===== src/rtl/vote_pkg.sv =====
// Shared constants, event payload and FSM encoding for the np/vip/vvip ballot encoder.
package vote_pkg;

    localparam int unsigned CLS_W = 2;
    localparam int unsigned ID_W  = 5;
    localparam int unsigned SEQ_W = 8;

    localparam logic [CLS_W-1:0] CLS_NP   = 2'd0;
    localparam logic [CLS_W-1:0] CLS_VIP  = 2'd1;
    localparam logic [CLS_W-1:0] CLS_VVIP = 2'd2;
    localparam logic [CLS_W-1:0] CLS_RSVD = 2'd3;

    typedef enum logic [1:0] {
        ST_IDLE    = 2'd0,
        ST_COLLECT = 2'd1,
        ST_PUBLISH = 2'd2
    } state_t;

    typedef struct packed {
        logic [CLS_W-1:0] cls;
        logic [ID_W-1:0]  id;
        logic             vote;
    } vote_evt_t;

endpackage


===== src/rtl/vote_event_decode.sv =====
// Combinational decode of one voter event into per-class one-hot write masks.
module vote_event_decode
    import vote_pkg::*;
#(
    parameter int unsigned NP_W  = 32,
    parameter int unsigned VIP_W = 8
) (
    input  logic [CLS_W-1:0] cls,
    input  logic [ID_W-1:0]  id,
    input  logic             vote,
    output logic [NP_W-1:0]  np_mask_c,
    output logic [VIP_W-1:0] vip_mask_c,
    output logic             vvip_mask_c,
    output logic             wr_bit_c,
    output logic             invalid_c
);

    always_comb begin
        np_mask_c   = '0;
        vip_mask_c  = '0;
        vvip_mask_c = 1'b0;
        invalid_c   = 1'b0;
        wr_bit_c    = vote;
        case (cls)
            CLS_NP: begin
                if (32'(id) < NP_W) np_mask_c = NP_W'(1) << id;
                else                invalid_c = 1'b1;
            end
            CLS_VIP: begin
                if (32'(id) < VIP_W) vip_mask_c = VIP_W'(1) << id;
                else                 invalid_c  = 1'b1;
            end
            CLS_VVIP: begin
                if (id == ID_W'(0)) vvip_mask_c = 1'b1;
                else                invalid_c   = 1'b1;
            end
            CLS_RSVD: invalid_c = 1'b1;
        endcase
    end

endmodule


===== src/rtl/vote_ballot_encoder.sv =====
// Collects voter events into a cumulative shadow and publishes it batch by batch as a held ballot.
// Optional VOTE_DEDUP_EN: rejects a second event for the same voter within one batch.
module vote_ballot_encoder
    import vote_pkg::*;
#(
    parameter int unsigned NP_W  = 32,
    parameter int unsigned VIP_W = 8,
    parameter int unsigned BATCH = 16,
    parameter int unsigned ERR_W = 8
) (
    input  logic              clk,
    input  logic              reset,
    input  logic              in_valid,
    output logic              in_ready,
    input  logic [CLS_W-1:0]  in_class,
    input  logic [ID_W-1:0]   in_id,
    input  logic              in_vote,
    input  logic              commit,
    output logic [NP_W-1:0]   np,
    output logic [VIP_W-1:0]  vip,
    output logic              vvip,
    output logic              out_valid,
    input  logic              out_ready,
    output logic [SEQ_W-1:0]  seq,
    output logic [ERR_W-1:0]  err_cnt
);

    localparam int unsigned CNT_W = 5;
    localparam logic [ERR_W-1:0] ERR_MAX = '1;

    vote_evt_t evt;
    state_t    state, state_nxt;

    logic [CNT_W-1:0] cnt, cnt_nxt;
    logic [NP_W-1:0]  sh_np, sh_np_nxt, np_mask_c;
    logic [VIP_W-1:0] sh_vip, sh_vip_nxt, vip_mask_c;
    logic             sh_vvip, sh_vvip_nxt, vvip_mask_c;
    logic             wr_bit_c, invalid_c, dup_c;
    logic             accept_c, applied_c, reject_c, load_c, handshake_c;

    assign evt = '{cls: in_class, id: in_id, vote: in_vote};

    vote_event_decode #(
        .NP_W  (NP_W),
        .VIP_W (VIP_W)
    ) u_decode (
        .cls         (evt.cls),
        .id          (evt.id),
        .vote        (evt.vote),
        .np_mask_c   (np_mask_c),
        .vip_mask_c  (vip_mask_c),
        .vvip_mask_c (vvip_mask_c),
        .wr_bit_c    (wr_bit_c),
        .invalid_c   (invalid_c)
    );

`ifdef VOTE_DEDUP_EN
    logic [NP_W-1:0]  voted_np;
    logic [VIP_W-1:0] voted_vip;
    logic             voted_vvip;

    assign dup_c = (|(np_mask_c & voted_np)) | (|(vip_mask_c & voted_vip)) |
                   (vvip_mask_c & voted_vvip);

    // Per-batch record of voters already heard from
    always_ff @(posedge clk or negedge reset) begin
        if (!reset) begin
            voted_np   <= '0;
            voted_vip  <= '0;
            voted_vvip <= 1'b0;
        end else if (handshake_c) begin
            voted_np   <= '0;
            voted_vip  <= '0;
            voted_vvip <= 1'b0;
        end else if (applied_c) begin
            voted_np   <= voted_np | np_mask_c;
            voted_vip  <= voted_vip | vip_mask_c;
            voted_vvip <= voted_vvip | vvip_mask_c;
        end
    end
`else
    assign dup_c = 1'b0;
`endif

    assign accept_c  = in_valid & in_ready;
    assign reject_c  = accept_c & (invalid_c | dup_c);
    assign applied_c = accept_c & ~invalid_c & ~dup_c;

    // Shadow after this edge's event (set or clear the addressed bit)
    always_comb begin
        sh_np_nxt   = sh_np;
        sh_vip_nxt  = sh_vip;
        sh_vvip_nxt = sh_vvip;
        if (applied_c) begin
            sh_np_nxt   = (sh_np & ~np_mask_c) | ({NP_W{wr_bit_c}} & np_mask_c);
            sh_vip_nxt  = (sh_vip & ~vip_mask_c) | ({VIP_W{wr_bit_c}} & vip_mask_c);
            sh_vvip_nxt = (sh_vvip & ~vvip_mask_c) | (wr_bit_c & vvip_mask_c);
        end
    end

    always_ff @(posedge clk or negedge reset) begin
        if (!reset) state <= ST_IDLE;
        else        state <= state_nxt;
    end

    always_comb begin
        state_nxt   = state;
        cnt_nxt     = cnt;
        load_c      = 1'b0;
        handshake_c = 1'b0;
        case (state)
            ST_IDLE: begin
                if (applied_c) begin
                    cnt_nxt   = CNT_W'(1);
                    state_nxt = (commit || cnt_nxt == CNT_W'(BATCH)) ? ST_PUBLISH : ST_COLLECT;
                end
            end
            ST_COLLECT: begin
                if (applied_c) cnt_nxt = cnt + CNT_W'(1);
                if (commit || (applied_c && cnt_nxt == CNT_W'(BATCH))) state_nxt = ST_PUBLISH;
            end
            ST_PUBLISH: begin
                if (out_ready) begin
                    handshake_c = 1'b1;
                    cnt_nxt     = '0;
                    state_nxt   = ST_IDLE;
                end
            end
            default: state_nxt = ST_IDLE;
        endcase
        load_c = (state != ST_PUBLISH) && (state_nxt == ST_PUBLISH);
    end

    always_ff @(posedge clk or negedge reset) begin
        if (!reset) begin
            cnt       <= '0;
            sh_np     <= '0;
            sh_vip    <= '0;
            sh_vvip   <= 1'b0;
            np        <= '0;
            vip       <= '0;
            vvip      <= 1'b0;
            out_valid <= 1'b0;
            in_ready  <= 1'b0;
            seq       <= '0;
            err_cnt   <= '0;
        end else begin
            cnt       <= cnt_nxt;
            sh_np     <= sh_np_nxt;
            sh_vip    <= sh_vip_nxt;
            sh_vvip   <= sh_vvip_nxt;
            out_valid <= (state_nxt == ST_PUBLISH);
            in_ready  <= (state_nxt != ST_PUBLISH);
            if (load_c) begin
                np   <= sh_np_nxt;
                vip  <= sh_vip_nxt;
                vvip <= sh_vvip_nxt;
            end
            if (handshake_c) seq <= seq + SEQ_W'(1);
            if (reject_c && err_cnt != ERR_MAX) err_cnt <= err_cnt + ERR_W'(1);
        end
    end

endmodule


===== config.mk =====
export PLATFORM = sky130hd
export DESIGN_NAME = vote_ballot_encoder
export DESIGN_NICKNAME = d
export VERILOG_FILES = /design/src/rtl/vote_pkg.sv /design/src/rtl/vote_event_decode.sv /design/src/rtl/vote_ballot_encoder.sv
export SDC_FILE = /design/constraint.sdc
export NUM_CORES = 1
export LEC_CHECK = 0
export ABC_CLOCK_PERIOD_IN_PS = 6000
export CORE_AREA = 2 2 106 108
export CTS_BUF_LIST = sky130_fd_sc_hd__clkbuf_16
export DETAILED_ROUTE_END_ITERATION = 10
export DIE_AREA = 0 0 108 110
export PLACE_DENSITY = 0.7
export SLEW_MARGIN = 40
export SYNTH_ARGS = -nofsm -noshare
export SYNTH_HDL_FRONTEND = slang
export SYNTH_SLANG_ARGS = --single-unit

===== constraint.sdc =====
create_clock -name clk -period 6 [get_ports clk]
set_clock_uncertainty 0.15 [all_clocks]
set_input_delay 0.6 -clock clk [delete_from_list [all_inputs] [get_ports clk]]
set_output_delay 0.6 -clock clk [all_outputs]
set_load 0.01 [all_outputs]

After elaboration in Yosys (flattened, before gate mapping). Cells that the tools add are included.

Flip-flop bits (word level): 107. Input bits: 13. Output and inout port bits: 59. Logic and storage cells: 78.

Add/subtract/negate cells: 3. Order comparisons: 1. Eq/ne operators: 12. Shifts and indexed selects: 2. Multiplexer cells: 23. Bitwise logic cells: 16. Reduce and logical (&&, ||, !) cells: 9.

Operators by type and width (count): 32-bit AND (2); 32-bit two-way mux (2); 32-bit NOT (1); 32-bit OR (1); 1-bit by 5-bit << shifter with 32-bit output (first input constant) (1); 8-bit two-way mux (3); 5-bit two-way mux (4); 8-bit by 1-bit adder with 8-bit output (second input constant) (2); 8-bit AND (2); 5-bit case mux with 3 select lines (1); 2-bit == test (second input constant) (4); 2-bit two-way mux (4); 2-bit != test (second input constant) (4); 8-bit != test (second input constant) (1); 8-bit NOT (1); 8-bit OR (1); 1-bit by 5-bit << shifter with 8-bit output (first input constant) (1); 1-bit two-way mux (7); 2-bit case mux with 3 select lines (1); 5-bit by 1-bit adder with 5-bit output (second input constant) (1); 1-bit AND (5); 5-bit == test (second input constant) (1); 5-bit zero test (1); 5-bit by 4-bit less-than comparator with 1-bit output (second input constant) (1); other kinds (9) (14).

Logic depth before layout (Yosys ltp).
Depth after elaboration: 14. Depth in mapped cells: 9.

Cells and area by module. A second synthesis with hierarchy kept.

Cells, all modules: 421. Area, all modules: 5031.1 um^2.

By module, submodules not included: vote_ballot_encoder (instances 1, cells an instance 352, area each 4590.7 um^2, sequential area each 2677.6 um^2); vote_event_decode (instances 1, cells an instance 69, area each 440.4 um^2, sequential area each 0.0 um^2).

Worst setup path before layout. Ideal clock, no wire load.

Path type: input-to-reg. From: input port in_id[2]. To: register np[0]. Setup time: 0.125 ns. Data arrival time: 2.282 ns. Setup slack: 3.443 ns. Stages on the path: 8. Cells stage by stage: buf_6 -> nor3_4 -> and4bb_4 -> a21o_2 -> mux2_2 -> o311ai_4 -> buf_6 -> mux2_4.

Word-level cells in the longest chain between the ends: 14. Elaborated cells between the ends (all ways): 24.

Ends and longest elaborated chain: start, declared (RTL line vote_ballot_encoder.sv:16) `input logic [ID_W-1:0] in_id,`; 5-bit by 4-bit less-than comparator with 1-bit output or 5-bit zero test (tied branches) (RTL line vote_event_decode.sv:30, vote_event_decode.sv:34); 1-bit two-way mux, on equally long branches (RTL line vote_event_decode.sv:30, vote_event_decode.sv:34); 1-bit case mux with 4 select lines (RTL line vote_event_decode.sv:24) `case (cls)`; 1-bit NOT (RTL line vote_ballot_encoder.sv:87) `assign applied_c = accept_c & ~invalid_c & ~dup_c;`; 1-bit AND (RTL line vote_ballot_encoder.sv:87); 5-bit two-way mux (RTL line vote_ballot_encoder.sv:119) `if (applied_c) cnt_nxt = cnt + CNT_W'(1);`; 5-bit two-way mux (RTL line vote_ballot_encoder.sv:111) `case (state)`; 5-bit == test (RTL line vote_ballot_encoder.sv:120) `if (commit || (applied_c && cnt_nxt == CNT_W'(BATCH))) state_nxt = ST_PUBLISH;`; 1-bit logical AND (RTL line vote_ballot_encoder.sv:120); 1-bit logical OR (RTL line vote_ballot_encoder.sv:120); 2-bit two-way mux (RTL line vote_ballot_encoder.sv:120); 2-bit case mux with 3 select lines (RTL line vote_ballot_encoder.sv:111); 2-bit == test (RTL line vote_ballot_encoder.sv:131) `load_c = (state != ST_PUBLISH) && (state_nxt == ST_PUBLISH);`; 1-bit logical AND (RTL line vote_ballot_encoder.sv:131); end signal, assigned (RTL line vote_ballot_encoder.sv:155) `np <= sh_np_nxt;`; end, declared (RTL line vote_ballot_encoder.sv:19) `output logic [NP_W-1:0] np,`.

Parallel ways exist; a longest one is shown, timed or not. The select of a mux whose other input is x is not followed. A chain may end at the register's enable or synchronous reset.

Worst setup path in the final report.
From: input port in_id[2]. To: register vip[0].

Word-level cells in the longest chain between the ends: 14. Elaborated cells between the ends (all ways): 25.

Ends and longest elaborated chain: 5-bit by 4-bit less-than comparator with 1-bit output or 5-bit zero test (tied branches) (RTL line vote_event_decode.sv:30, vote_event_decode.sv:34); 1-bit two-way mux, on equally long branches (RTL line vote_event_decode.sv:30, vote_event_decode.sv:34); 1-bit case mux with 4 select lines (RTL line vote_event_decode.sv:24); 1-bit NOT (RTL line vote_ballot_encoder.sv:87); 1-bit AND (RTL line vote_ballot_encoder.sv:87); 5-bit two-way mux (RTL line vote_ballot_encoder.sv:119); 5-bit two-way mux (RTL line vote_ballot_encoder.sv:111); 5-bit == test (RTL line vote_ballot_encoder.sv:120); 1-bit logical AND (RTL line vote_ballot_encoder.sv:120); 1-bit logical OR (RTL line vote_ballot_encoder.sv:120); 2-bit two-way mux (RTL line vote_ballot_encoder.sv:120); 2-bit case mux with 3 select lines (RTL line vote_ballot_encoder.sv:111); 2-bit == test (RTL line vote_ballot_encoder.sv:131); 1-bit logical AND (RTL line vote_ballot_encoder.sv:131); end signal, assigned (RTL line vote_ballot_encoder.sv:156) `vip <= sh_vip_nxt;`; end, declared (RTL line vote_ballot_encoder.sv:20) `output logic [VIP_W-1:0] vip,`.

Parallel ways exist; a longest one is shown, timed or not. The select of a mux whose other input is x is not followed.

==> out/results.ini <==
[yosys]
netlist_area_sq_um=4950
ys_types=54
syn_inst=379
synth_edf_count=0
avgSynthCellArea_sq_um=13.1
ys.flop_type=dfrtp_1
ys_seq_elements=107
synth_warnings=0
syn-num-nets=399
synthArstFlopShare_pct=100
yosysSeqAreaShare_pct=54.1

[pwr]
p_leak_nw=2.83
cellInternalPower_w=0.00150
fin_total_pwr_w=0.00213
clkPwrFrac_pct=28.6
peakVddDrop_mv=0.177
p_switching_w=0.000632
p_seq_share_pct=43.1
switching_share_pct=29.7
p_comb_share_pct=28.3
power_density_nw_per_um2=351

[setup_path]
critical_path.top_delay_family=buffers and inverters
path_class=in2reg
cp_data_required_time_ns=6.07
worst_setup_path_end_kind=register
path_cells=clkdlybuf4s50_1 > nor3_4 > and4bb_4 > a21o_2 > mux2_2 > o311ai_4 > buf_4 > mux2_1
crit_slowest_cell=clkdlybuf4s50_1
max_stage_delay_ns=0.71
regToRegSetupSlack_ns=2.86
r2r_cells=9
r2r-start=state[0]$_DFF_PN0_
arrival_ns=3.61
crit_fanout=41
r2r-end=vip[0]$_DFFE_PN0P_
cp-start-kind=primary input
crit_buf_inv=2
crit_cells=8

[global_routing]
grt_max_degree=69
antenna_found_initial=0
grt_first_pass_wirelength_mm=15.5
track_usage_pct=16.6
grt_pass1_vias=3133
grt_overflow=0

[place]
port_buffers=71
place_area_sq_um=5760
gp_congestion=0.772
hpwlAfterDp_mm=6.46

[timing]
fin_crit_ns=3.53
fin_crit_sh_pct=58.9
slew_headroom_pct=44.8
finalHoldViolCount=0
final-max-slew-violation-count=0
max_freq_ghz=0.283
worstMarginPinSlew_ns=0.825
setup_viol=0
rsz0062_at_grt=false
setup_tns_ns=0

[finish]
fillers=903
drive_gt1_share_pct=23.8
final_nets=468
diodes=0
fin_area_sq_um=6070
fin_util_pct=56.8
syn2layout_area_growth_pct=22.7

[drt]
drc_errors=0
route.detailed.wl_per_inst_um=15.8
vias=3116
wl_mm=9.40
final_antenna_net_count=0
firstDrtPassIters=4
first_iter_violations=97
viasPerCell=5.25

[clock_network]
cts.clk_slew.worst_paths_ns=0.08
clk_latency_ns=0.34
htree_levels=3
clk_path_buf_depth=2
cts_setup_buffers=0
root_buffer=clkbuf_16
cts_tree=built
cts.repair.resized=0
cts.sinks=107
cts_buffers=9
ctsHoldBuffers=0

[die]
fp.dieH_um=110
start_util_pct=46.3
die_x_um=108
io_pins=72
die_area_sq_um=11900
rows=38
core_sq_um=10700

[worst_hold_path]
hold_path_class=in2async

[flow_run]
maxCapViolations=0

[run_status]
status=completed

==> layout by cell type (no fill, tap or decap), types with 2 or more instances in the layout <==
| cell type | instances |
|---|---|
| o21ai_0 | 6 |
| nor2_1 | 18 |
| o21a_1 | 2 |
| and2_1 | 2 |
| xnor2_1 | 10 |
| clkbuf_16 | 9 |
| xor2_1 | 4 |
| mux2_1 | 8 |
| a31oi_1 | 2 |
| inv_6 | 3 |
| nand3_1 | 13 |
| o21ai_1 | 4 |
| clkinvlp_4 | 2 |
| dfrtp_1 | 107 |
| and3_1 | 4 |
| clkdlybuf4s50_1 | 70 |
| nand2_1 | 36 |
| mux2_4 | 40 |
| nor3_1 | 5 |
| nor4bb_1 | 2 |
| nand4_1 | 8 |
| or3_1 | 3 |
| a21oi_1 | 5 |
| ha_1 | 7 |
| nand2b_1 | 5 |
| buf_4 | 5 |
| nor2b_1 | 2 |
| inv_1 | 6 |
| mux2_2 | 36 |
==> area by class of cell <==
cell class / instances / area [sq um] / area share (%)
well taps: 140 / 175 / 2.88
clock buffers: 9 / 225 / 3.71
clock inverters: 7 / 82.6 / 1.36
repair buffers: 76 / 749 / 12.3
flip-flops and latches: 107 / 2680 / 44.1
multi-input cells: 248 / 2140 / 35.3
inverters: 6 / 22.5 / 0.371
==> synthesized netlist by cell type (5+ instances only) <==
| cell | count | area, sq um |
|---|---|---|
| buf_6 | 5 | 56.3 |
| ha_1 | 7 | 87.6 |
| mux2_2 | 36 | 405 |
| clkbuf_1 | 8 | 30.0 |
| o21ai_0 | 6 | 30.0 |
| inv_1 | 6 | 22.5 |
| nor3_1 | 5 | 25.0 |
| mux2_4 | 40 | 601 |
| nand2_1 | 36 | 135 |
| dfrtp_1 | 107 | 2680 |
| xnor2_1 | 10 | 87.6 |
| nand3_1 | 13 | 65.1 |
| mux2_1 | 8 | 90.1 |
| nor2_1 | 18 | 67.6 |
| a21oi_1 | 5 | 25.0 |
| nand4_1 | 8 | 50.1 |
| nand2b_1 | 5 | 31.3 |
==> per-stage QoR <==
| stage | setup slack (ns) | hold slack (ns) | std cells |
|---|---|---|---|
| final | 2.47 | 0.0621 | 593 |
| after global routing | 2.36 | 0.0896 | 593 |
| after CTS | 2.52 | 0.0702 | 593 |
| after detailed placement | 2.16 | 0.326 | 577 |
| after global placement | 2.22 | 0.315 | 577 |
| after floorplan | 3.44 | 0.154 | 379 |
==> cells by family after synthesis <==
group	share of synthesized area (%)
AOI/OAI and AO/OA	4.42
xor gates and xnor gates	2.48
adders and majority gates	1.77
buffers and inverters	2.68
DFF	54.1
muxes	22.1
and+or+nand+nor	12.5
==> registers in the layout, summed over array words and instances, names as in the netlist <==
| register | flops |
|---|---|
| np | 32 |
| sh_np | 32 |
| err_cnt | 8 |
| seq | 8 |
| sh_vip | 8 |
| vip | 8 |
| cnt | 5 |
| state | 2 |
| in_ready | 1 |
| out_valid | 1 |
| sh_vvip | 1 |
| vvip | 1 |
==> power by group through the flow <==
stage | Clock, W | Sequential (W) | Combinational (W)
4_1_cts | 0.000627 | 0.000920 | 0.000611
2_1_floorplan | 0 | 0.000950 | 0.000356
6_report | 0.000608 | 0.000919 | 0.000603
3_5_place_dp | 0 | 0.000933 | 0.000607
3_3_place_gp | 0 | 0.000929 | 0.000595
5_1_grt | 0.000654 | 0.000936 | 0.000656
==> worst max path at each step <==
stage / from / slack (ns) / end
global placement: in_id[2] / 2.22 / vip[0]$_DFFE_PN0P_
detailed placement: in_id[2] / 2.16 / vip[0]$_DFFE_PN0P_
finish: in_id[2] / 2.47 / vip[0]$_DFFE_PN0P_
floorplan: in_id[2] / 3.44 / np[0]$_DFFE_PN0P_
CTS: in_id[2] / 2.52 / vip[0]$_DFFE_PN0P_
global route: in_id[2] / 2.36 / vip[0]$_DFFE_PN0P_
==> per-layer routing <==
| metal | wire, um | part of all wire (%) | vias to the layer above | GRT usage [%] |
|---|---|---|---|---|
| li1 | - | - | 1478 | - |
| met4 | 99 | 1.1 | 0 | 4.21 |
| met5 | 0 | 0 | - | 0 |
| met3 | 349 | 3.7 | 12 | 3.47 |
| met1 | 4400 | 47 | 1559 | 22.9 |
| met2 | 4540 | 48 | 67 | 27.0 |
Power figures use the tool's default switching activity.
